**config.mk**
```make
export PLATFORM = sky130hd
export DESIGN_NAME = rd_width_unpack
export DESIGN_NICKNAME = d
export VERILOG_FILES = /design/src/rtl/width_trans_pkg.sv /design/src/rtl/rd_width_unpack.sv
export SDC_FILE = /design/constraint.sdc
export NUM_CORES = 1
export LEC_CHECK = 0
export CAP_MARGIN = 0
export CORE_MARGIN = 3
export CORE_UTILIZATION = 48
export CTS_BUF_LIST = sky130_fd_sc_hd__clkbuf_4
export DETAILED_ROUTE_END_ITERATION = 6
export PLACE_DENSITY = 0.91
export SETUP_SLACK_MARGIN = 0.15
export SLEW_MARGIN = 5
export SYNTH_ARGS = -nofsm -noshare
export SYNTH_HDL_FRONTEND = slang
export SYNTH_SLANG_ARGS = --single-unit
```
**constraint.sdc**
```tcl
create_clock -name clk_rd -period 2.1 [get_ports clk_rd]
set_clock_uncertainty 0.15 [all_clocks]
set_input_delay 0.525 -clock clk_rd [delete_from_list [all_inputs] [get_ports clk_rd]]
set_output_delay 0.525 -clock clk_rd [all_outputs]
set_load 0.02 [all_outputs]
```
**src/rtl/width_trans_pkg.sv**
```systemverilog
// Shared constants for the width-translation pair: the write-side packer and the
// read-side unpacker. Holds the FSM state encoding and the default word/beat widths.
package width_trans_pkg;

    // Default FIFO word width and default narrow beat width
    localparam int unsigned DEF_IN_W  = 32;
    localparam int unsigned DEF_OUT_W = 8;

    // Sequencer state encoding, kept as plain constants for legacy tools
    localparam int unsigned ST_W = 2;
    localparam logic [ST_W-1:0] ST_IDLE  = 2'd0;
    localparam logic [ST_W-1:0] ST_FETCH = 2'd1;
    localparam logic [ST_W-1:0] ST_SEND  = 2'd2;

endpackage

```
**src/rtl/rd_width_unpack.sv**
```systemverilog
// rd_width_unpack: pops wide words from a FIFO and emits them as a sequence of
// narrow beats over a valid/ready stream.
// Ports:
//   clk_rd       read-domain clock
//   rst          synchronous active-high reset
//   fifo_empty   FIFO holds no word
//   fifo_rd_req  pop one word this cycle (data returns on fifo_rdata next cycle)
//   fifo_rdata   popped word, IN_W bits
//   out_data     current beat, OUT_W bits
//   out_valid    out_data is valid
//   out_ready    consumer accepts the beat
//   out_last     current beat is the final slice of its word
//   busy         sequencer is not idle
module rd_width_unpack
    import width_trans_pkg::*;
#(
    parameter int unsigned IN_W      = DEF_IN_W,
    parameter int unsigned OUT_W     = DEF_OUT_W,
    parameter bit          MSB_FIRST = 1'b0
) (
    input  logic             clk_rd,
    input  logic             rst,
    input  logic             fifo_empty,
    output logic             fifo_rd_req,
    input  logic [IN_W-1:0]  fifo_rdata,
    output logic [OUT_W-1:0] out_data,
    output logic             out_valid,
    input  logic             out_ready,
    output logic             out_last,
    output logic             busy
);

    localparam int unsigned RATIO = IN_W / OUT_W;
    localparam int unsigned CNT_W = $clog2(RATIO);
    localparam logic [CNT_W-1:0] CNT_LAST = CNT_W'(RATIO - 1);

    // Reject widths that do not split into a power-of-two number (>= 2) of beats
    if ((RATIO < 2) || (RATIO * OUT_W != IN_W) || ((RATIO & (RATIO - 1)) != 0)) begin : g_bad_params
        $error("rd_width_unpack: IN_W must be a power-of-two multiple (>=2) of OUT_W");
    end

    logic [ST_W-1:0]  state;
    logic [ST_W-1:0]  state_nxt;
    logic [CNT_W-1:0] cnt;
    logic [IN_W-1:0]  hold;
    logic [CNT_W-1:0] sel;
    logic [OUT_W-1:0] slices [RATIO];

    // State register, beat counter and held word
    always_ff @(posedge clk_rd) begin
        if (rst) begin
            state <= ST_IDLE;
            cnt   <= '0;
            hold  <= '0;
        end else begin
            state <= state_nxt;
            if (state == ST_FETCH) begin
                hold <= fifo_rdata;
                cnt  <= '0;
            end else if ((state == ST_SEND) && out_ready && (cnt != CNT_LAST)) begin
                cnt <= cnt + CNT_W'(1);
            end
        end
    end

    // Next state and FIFO pop; the final handshake pops the next word in the same cycle
    always_comb begin
        state_nxt   = state;
        fifo_rd_req = 1'b0;
        case (state)
            ST_IDLE: begin
                if (!fifo_empty) begin
                    fifo_rd_req = 1'b1;
                    state_nxt   = ST_FETCH;
                end
            end
            ST_FETCH: begin
                state_nxt = ST_SEND;
            end
            ST_SEND: begin
                if (out_ready && (cnt == CNT_LAST)) begin
                    if (!fifo_empty) begin
                        fifo_rd_req = 1'b1;
                        state_nxt   = ST_FETCH;
                    end else begin
                        state_nxt = ST_IDLE;
                    end
                end
            end
            default: begin
                state_nxt = ST_IDLE;
            end
        endcase
        // Never pop while reset is held; the popped word would be dropped
        if (rst) begin
            fifo_rd_req = 1'b0;
        end
    end

    // Split the held word into beat-sized slices, slice k = hold[k*OUT_W +: OUT_W]
    for (genvar k = 0; k < RATIO; k++) begin : g_slice
        assign slices[k] = hold[k*OUT_W +: OUT_W];
    end

    // Beat order: counter walks up from slice 0, or down from the top slice
    assign sel       = MSB_FIRST ? (CNT_LAST - cnt) : cnt;
    assign out_valid = (state == ST_SEND);
    assign out_data  = out_valid ? slices[sel] : '0;
    assign out_last  = out_valid && (cnt == CNT_LAST);
    assign busy      = (state != ST_IDLE);

endmodule

```
-- Word-level counts from Yosys, hierarchy flattened
Cells that the tools add are included.
- register bits: 36
- bits of input ports: 36
- output and inout bits: 12
- logic and storage cells: 32
- $add $sub $neg: 1
- order comparisons: 1
- equality and inequality tests: 6
- muxes and demuxes: 12
- bitwise logic cells: 1
- reductions and logical operators: 8
- operators by type and width (operator ; count):
    2-to-1 mux 8 bit ; 3
    binary-select mux 8 bit (select 2 bit) ; 1
    one-hot mux 2 bit (3 select lines) ; 1
    equality test 2 bit (second input constant) ; 2
    logical AND 1 bit ; 4
    2-to-1 mux 1 bit ; 4
    2-to-1 mux 2 bit ; 2
    inequality test 2 bit (second input constant) ; 2
    greater-or-equal comparator 3 bit (second input constant) ; 1
    inverter 2 -> 3 bit ; 1
    adder 2 x 1 -> 2 bit (second input constant) ; 1
    equality test 2 x 1 -> 1 bit (second input constant) ; 1
    zero test 2 bit ; 1
    inequality test 2 x 1 -> 1 bit (second input constant) ; 1
    one-hot mux 1 bit (2 select lines) ; 1
    AND reduction 2 bit ; 1
    nonzero test 2 bit ; 1
    OR reduction 2 bit ; 1

-- Longest topological paths before layout
Gate-level depths: netlist (run 1).
- depth after elaboration: 5
- gate-level depth with buffers: 5
- mapped depth without buffers: 4

-- Worst setup path before layout (run 1)
No wires, ideal clock.
- path type: input port to output port
- start: input port rst
- end: output port fifo_rd_req
- arrival time: 1.833 ns
- required time: 1.425 ns
- slack: -0.408 ns
- stages: 2
- buffers on the path: 1
- path through: clkbuf_1 -> a2111oi_0
- word-level cells in the longest chain between the ends: 1
- RTL lines (element ; RTL line ; text):
    start: declaration ; rd_width_unpack.sv:22 ; input logic rst,
    2-to-1 mux 1 bit ; rd_width_unpack.sv:95 ; if (rst) begin
    end: declaration ; rd_width_unpack.sv:24 ; output logic fifo_rd_req,
No other way between the ends.

-- Worst setup path in the final report (run 1)
- start: register cnt[0]
- end: output port out_data[6]
- word-level cells in the longest chain between the ends: 5
- RTL lines (element ; RTL line ; text):
    start: declaration ; rd_width_unpack.sv:44 ; logic [CNT_W-1:0] cnt;
    start signal: assignment ; rd_width_unpack.sv:61 ; cnt <= cnt + CNT_W'(1);
    inverter 2 -> 3 bit (implied by the code) ; rd_width_unpack.sv:108 ; assign out_data = out_valid ? slices[sel] : '0;
    binary-select mux 8 bit (select 2 bit) ; rd_width_unpack.sv:108 ;
    2-to-1 mux 8 bit (implied by the code) (2 in a row) ; rd_width_unpack.sv:108 ;
    2-to-1 mux 8 bit ; rd_width_unpack.sv:108 ;
    end: declaration ; rd_width_unpack.sv:26 ; output logic [OUT_W-1:0] out_data,
No other way between the ends. The select of a mux whose other input is x is not followed.

==> flow_metrics.tcl, run 1 <==
set metrics [dict create \
    status "complete, but fails checks" \
    violations "negative setup slack" \
    r2r_start "state[1]" \
    drv_cap 0 \
    swShare_pct 26.4 \
    mostFrequentLayoutCell "nand2_1" \
    rows 20 \
    drtPass1Iterations 4 \
    synth_edf_count 0 \
    final_layout_size_suffix_gt1_share_pct 27.9 \
    worstHoldPathType "reg2reg" \
    async_reset_ff_share_pct 0 \
    worstPathRequired_ns 1.42 \
    worstPathArrival_ns 1.60 \
    clockBufferDepth 2 \
    io_buffer_count 47 \
    antenna_cells 0 \
    die_w_microns 63.8 \
    finalInstanceArea_sq_mm 0.00235 \
    worst_slack_ns -0.180 \
    fmax_mhz 439 \
    finalSetupViolations 9 \
    drt-total-wl_mm 3.81 \
    reg2reg_depth 6 \
    ys_types 22 \
    hold_ws_ns 0.311 \
    grt_pass1_wl_mm 6.36 \
    fin_nets 283 \
    clock_power_share_pct 26.2 \
    critPathMostFrequentCell "buf_6" \
    min_path_cells 2 \
    synth_top_area_share_pct 45.0 \
    grt.total_usage_pct 20.1 \
    detail-route-antenna-nets 0 \
    grt_overflow 0 \
    synth.largest_area_cell "dfxtp_1" \
    area.growth.synth_to_final_pct 46.6 \
    cp_top_family "multiplexers" \
    final-instance-count-excl-fill 291 \
    grt_antenna_before_repair 0 \
    vias 1464 \
    ir_drop_mv 0.488 \
    start_util_pct 51.2 \
    max_stage_delay_ns 0.49 \
    ys_ff_latch 36 \
    cts-root-buf "clkbuf_4" \
    clk_latency_ns 0.34 \
    via_per_inst 5.03 \
    crit_slowest_cell "mux4_2" \
    max_slew.worst_pin.slew_ns 0.365 \
    worst-path-stages 4 \
    fin_crit_sh_pct 109 \
    hp-start "hold[26]" \
    place_congestion 0.787 \
    crit_fanout 4 \
    cts_sinks 36 \
    switchingPower_mw 0.351 \
    rr_endpoint "hold[5]" \
    yosysSeqAreaShare_pct 45.0 \
    synthFlopType "dfxtp_1" \
    slew_violations 0 \
    syn_avg_cell_area_sq_um 8.66 \
    slew_headroom_pct 75.0 \
    synthCells 185 \
    htree_levels 2 \
    cp_cell_sequence "buf_6 > mux4_2 > and2_4 > buf_6" \
    p_per_area_mw_per_mm2 567 \
    critPathLaunchType "flop" \
    leakage_nw 0.884 \
    crit_type "reg2out" \
    final_cell_mix "nand2_1, a21oi_1, clkdlybuf4s50_1, dfxtp_1" \
    tritoncts "done" \
    rsz0062_at_grt "yes" \
    combPwrFrac_pct 18.6 \
    dr.first_iter.drc_count 49 \
    dpl.hpwl_mm 2.75 \
    drc 0 \
    dieHeight_microns 63.8 \
    synthesis.nets 222 \
    grt_pass1_vias 1415 \
    path_clk_slew_ns 0.12 \
    place_area_sq_mm 0.00222 \
    core_sq_mm 0.00313 \
    hold_violations 0 \
    internal-power_mw 0.981 \
    hold_end "hold[26]" \
    yosysWarnings 0 \
    pwr-share-seq_pct 55.1 \
    grt_max_degree 37 \
    yosys-top-cells-area "dfxtp_1, nand2_1, a21oi_1" \
    cp-end-kind "output pin" \
    synth_area_sq_mm 0.00160 \
    io_pins 48 \
    cts_made_buffers 5 \
    dieArea_sq_mm 0.00407 \
    placedCellCount 281 \
    fin_crit_ns 2.28 \
    worst-path-buf-inv 2 \
    wl_per_cell_microns 13.1 \
    r2r_slack_ns 0.48 \
    tns_ns -1.50 \
]
[layer usage]
| metal | wire [microns] | share of wire (%) | global-route usage [%] | vias up |
|---|---|---|---|---|
| met4 | 46 | 1.2 | 7.28 | 0 |
| met2 | 1930 | 51 | 34.2 | 39 |
| met5 | 0 | 0 | 0 | - |
| li1 | - | - | - | 743 |
| met3 | 169 | 4.4 | 4.92 | 5 |
| met1 | 1660 | 43 | 24.4 | 677 |
[layout make-up]
| type | instances | area [sq um] |
|---|---|---|
| Fill cell | 246 | 778 |
| Tap cell | 44 | 55.1 |
| Clock inverter | 3 | 13.8 |
| Multi-Input combinational cell | 134 | 838 |
| Clock buffer | 5 | 37.5 |
| Sequential cell | 36 | 731 |
| Timing Repair Buffer | 69 | 674 |
[power by group through the flow]
stage,sequential [mW],combinational [mW],clock (mW)
after global routing,0.738,0.271,0.385
after detailed placement,0.749,0.236,0
final,0.734,0.248,0.349
after global placement,0.746,0.231,0
after floorplan,0.746,0.121,0
after CTS,0.733,0.243,0.351
[cells in the mapped netlist (2+ instances only)]
cell	number
nand2_1	65
dfxtp_1	36
a21oi_1	35
and2_1	9
mux4_2	7
buf_4	6
clkbuf_1	5
nor2b_1	3
a2111oi_0	2
buf_2	2
buf_6	2
nand2b_1	2
nand3_1	2
[stage by stage]
stage	total power, mW	utilization [%]	worst slack [ns]
after global routing	1.39	75.1	-0.247
after CTS	1.33	74.4	-0.188
after floorplan	0.867	-	0.212
after global placement	0.978	70.8	-0.665
after detailed placement	0.985	70.8	-0.697
final	1.33	75.1	-0.180
[worst max path at each step]
| stage | startpoint | end | slack (ns) |
|---|---|---|---|
| floorplan | cnt[0] | out_data[3] | 0.21 |
| global placement | out_ready | fifo_rd_req | -0.66 |
| detailed placement | out_ready | fifo_rd_req | -0.70 |
| CTS | cnt[0] | out_data[6] | -0.19 |
| global route | cnt[0] | out_data[6] | -0.25 |
| finish | cnt[0] | out_data[6] | -0.18 |
[flip-flops by register name (all words and copies together), names as in the netlist]
register,cells
cnt,2
hold,32
state,2
[cells by family after synthesis]
group / count (synthesis) / synth area share, %
flip-flops: 36 / 45.0
AND/OR/NAND/NOR: 86 / 23.8
AO/OA/AOI/OAI: 39 / 13.0
buffers and inverters: 15 / 6.01
multiplexers: 8 / 11.5
adder cells (fa/ha/maj): 1 / 0.781
[worst reg2reg max path, cell delays in order (launching register included)]
cell     delay, ns
dfxtp_2       0.34
buf_4         0.13
buf_4         0.15
nor2b_2       0.33
buf_12        0.22
nand2_1       0.09
a21oi_1       0.15
[what timing repair did]
action | CTS | global route
resized for setup | 84 | 11
cloned | 0 | 0
pin swaps | 8 | 0
buffers inserted | 2 | 0
endpoints found under the setup margin | 12 | 12
hold endpoints to repair | 0 | 0
hold buffers | 0 | 0
Note: power is estimated with default switching activity, not from simulation.
==> inputs of run 2 (changes only) <==
--- a/config.mk
+++ b/config.mk
@@ -5,12 +5,12 @@
 export SDC_FILE = /design/constraint.sdc
 export NUM_CORES = 1
 export LEC_CHECK = 0
-export CAP_MARGIN = 0
 export CORE_MARGIN = 3
-export CORE_UTILIZATION = 48
+export CORE_UTILIZATION = 54
 export CTS_BUF_LIST = sky130_fd_sc_hd__clkbuf_4
 export DETAILED_ROUTE_END_ITERATION = 6
-export PLACE_DENSITY = 0.91
+export DONT_BUFFER_PORTS = 1
+export PLACE_DENSITY = 0.79
 export SETUP_SLACK_MARGIN = 0.15
 export SLEW_MARGIN = 5
 export SYNTH_ARGS = -nofsm -noshare
==> flow_metrics.tcl, run 2 (synthesis gave the netlist of run 1 again) <==
set metrics [dict create \
    grtUsageMet3_pct 8.09 \
    critPathLaunchType "flop" \
    internal-power_mw 0.919 \
    dpl.hpwl_mm 2.44 \
    place_congestion 0.756 \
    worstPathArrival_ns 1.54 \
    clock_power_share_pct 28.3 \
    grt_max_degree 38 \
    clk_latency_ns 0.34 \
    wl_per_cell_microns 15.5 \
    dr.first_iter.drc_count 61 \
    cts-root-buf "clkbuf_4" \
    drtPass1Iterations 4 \
    via_per_inst 5.78 \
    finalInstanceArea_sq_mm 0.00182 \
    rsz0062_at_grt "yes" \
    cp_cell_sequence "buf_6 > mux4_2 > and2_4" \
    swShare_pct 25.3 \
    drt-total-wl_mm 3.53 \
    slew_headroom_pct 74.7 \
    grt_overflow 0 \
    dieArea_sq_mm 0.00366 \
    grt_antenna_before_repair 0 \
    reg_top3 "hold (32), cnt (2), state (2)" \
    place_area_sq_mm 0.00166 \
    fin_crit_sh_pct 105 \
    leakage_nw 0.662 \
    rows 19 \
    drc 0 \
    max_slew.worst_pin.slew_ns 0.379 \
    vias 1318 \
    finalSetupViolations 9 \
    cp-end-kind "output pin" \
    gr-usage-met2_pct 35.5 \
    worstPathRequired_ns 1.42 \
    area.growth.synth_to_final_pct 13.7 \
    gr-max-usage-layer "met2" \
    start_util_pct 57.6 \
    hold_violations 0 \
    io_pins 48 \
    final_layout_size_suffix_gt1_share_pct 27.4 \
    crit_slowest_cell "mux4_2" \
    fmax_mhz 452 \
    switchingPower_mw 0.311 \
    final_cell_mix "nand2_1, a21oi_1, dfxtp_1, buf_4, and2_4" \
    violations "negative setup slack" \
    slew_violations 0 \
    status "complete, but fails checks" \
    fin_nets 234 \
    max_stage_delay_ns 0.48 \
    cp_top_family "multiplexers" \
    grt_pass1_vias 1205 \
    dieHeight_microns 60.5 \
    crit_fanout 5 \
    clockBufferDepth 2 \
    fillCellCount 244 \
    mostFrequentLayoutCell "nand2_1" \
    io_buffer_count 0 \
    worstHoldPathType "in2reg" \
    pwr-share-seq_pct 59.8 \
    r2r_slack_ns 0.48 \
    drv_cap 0 \
    tritoncts "done" \
    detail-route-antenna-nets 0 \
    largest_register_ffs 32 \
    core_sq_mm 0.00278 \
    grt_pass1_wl_mm 5.59 \
    cts_sinks 36 \
    crit_type "reg2out" \
    cts_made_buffers 5 \
    top_register "hold" \
    grtUsageMet1_pct 24.9 \
    combPwrFrac_pct 11.8 \
    die_w_microns 60.5 \
    antenna_cells 0 \
    ir_drop_mv 0.547 \
    p_per_area_mw_per_mm2 675 \
    htree_levels 2 \
    hold_ws_ns 0.0889 \
    cts_hold_buf 0 \
    path_clk_slew_ns 0.10 \
    grt.total_usage_pct 21.3 \
    worst_slack_ns -0.110 \
    worst-path-buf-inv 1 \
    fin_crit_ns 2.21 \
]
==> run 2: worst register-to-register path: stages, from the launching register on <==
cell and delay, ns:
dfxtp_4 0.38, ha_2 0.20, buf_4 0.14, or3b_2 0.47, nand3_1 0.11, a21oi_1 0.07
==> run 2: power groups by stage <==
stage               Clock [mW]  Sequential, mW  Combinational [mW]
floorplan                    0           0.746               0.121
global placement             0           0.750               0.126
detailed placement           0           0.752               0.132
CTS                      0.356           0.735               0.138
global route             0.387           0.740               0.163
finish                   0.349           0.736               0.145
==> run 2: final cells by class <==
cell class	instances	area, sq um	share of cell area (%)
Clock inverter	1	5.00	0.275
Tap cell	31	38.8	2.13
Timing Repair Buffer	20	173	9.47
Sequential cell	36	728	39.9
Multi-Input combinational cell	134	833	45.7
Clock buffer	6	45.0	2.47
==> run 2: worst paths after layout <==
| path | to | cells after the start | start |
|---|---|---|---|
| worst max-delay path | out_data[4] | 3 | cnt[0] |
| worst min-delay path | cnt[1] | 1 | rst |
| worst max register to register | cnt[0] | 5 | cnt[0] |
| worst min register to register | hold[24] | 2 | hold[24] |
==> run 2: per-layer routing <==
metal	part of all wire (%)	vias up	wire [microns]
met3	7.7	7	272
met5	0	-	0
met1	40	626	1400
met2	51	40	1800
li1	-	645	-
met4	1.5	0	53
==> run 2: repair_timing <==
action / CTS / global route
buffers inserted: 3 / 4
resized for setup: 26 / 6
endpoints found under the setup margin: 10 / 11
pin swaps: 0 / 4
==> run 2: per-stage QoR <==
stage,setup TNS (ns),utilization [%],std cells,power [mW],setup WS [ns]
2_1_floorplan,0,-,185,0.867,0.212
3_3_place_gp,0,59.8,214,0.877,0.106
3_5_place_dp,0,59.8,214,0.885,0.0727
4_1_cts,-0.882,64.1,224,1.23,-0.136
5_1_grt,-1.38,65.5,228,1.29,-0.184
6_report,-0.816,65.5,228,1.23,-0.110
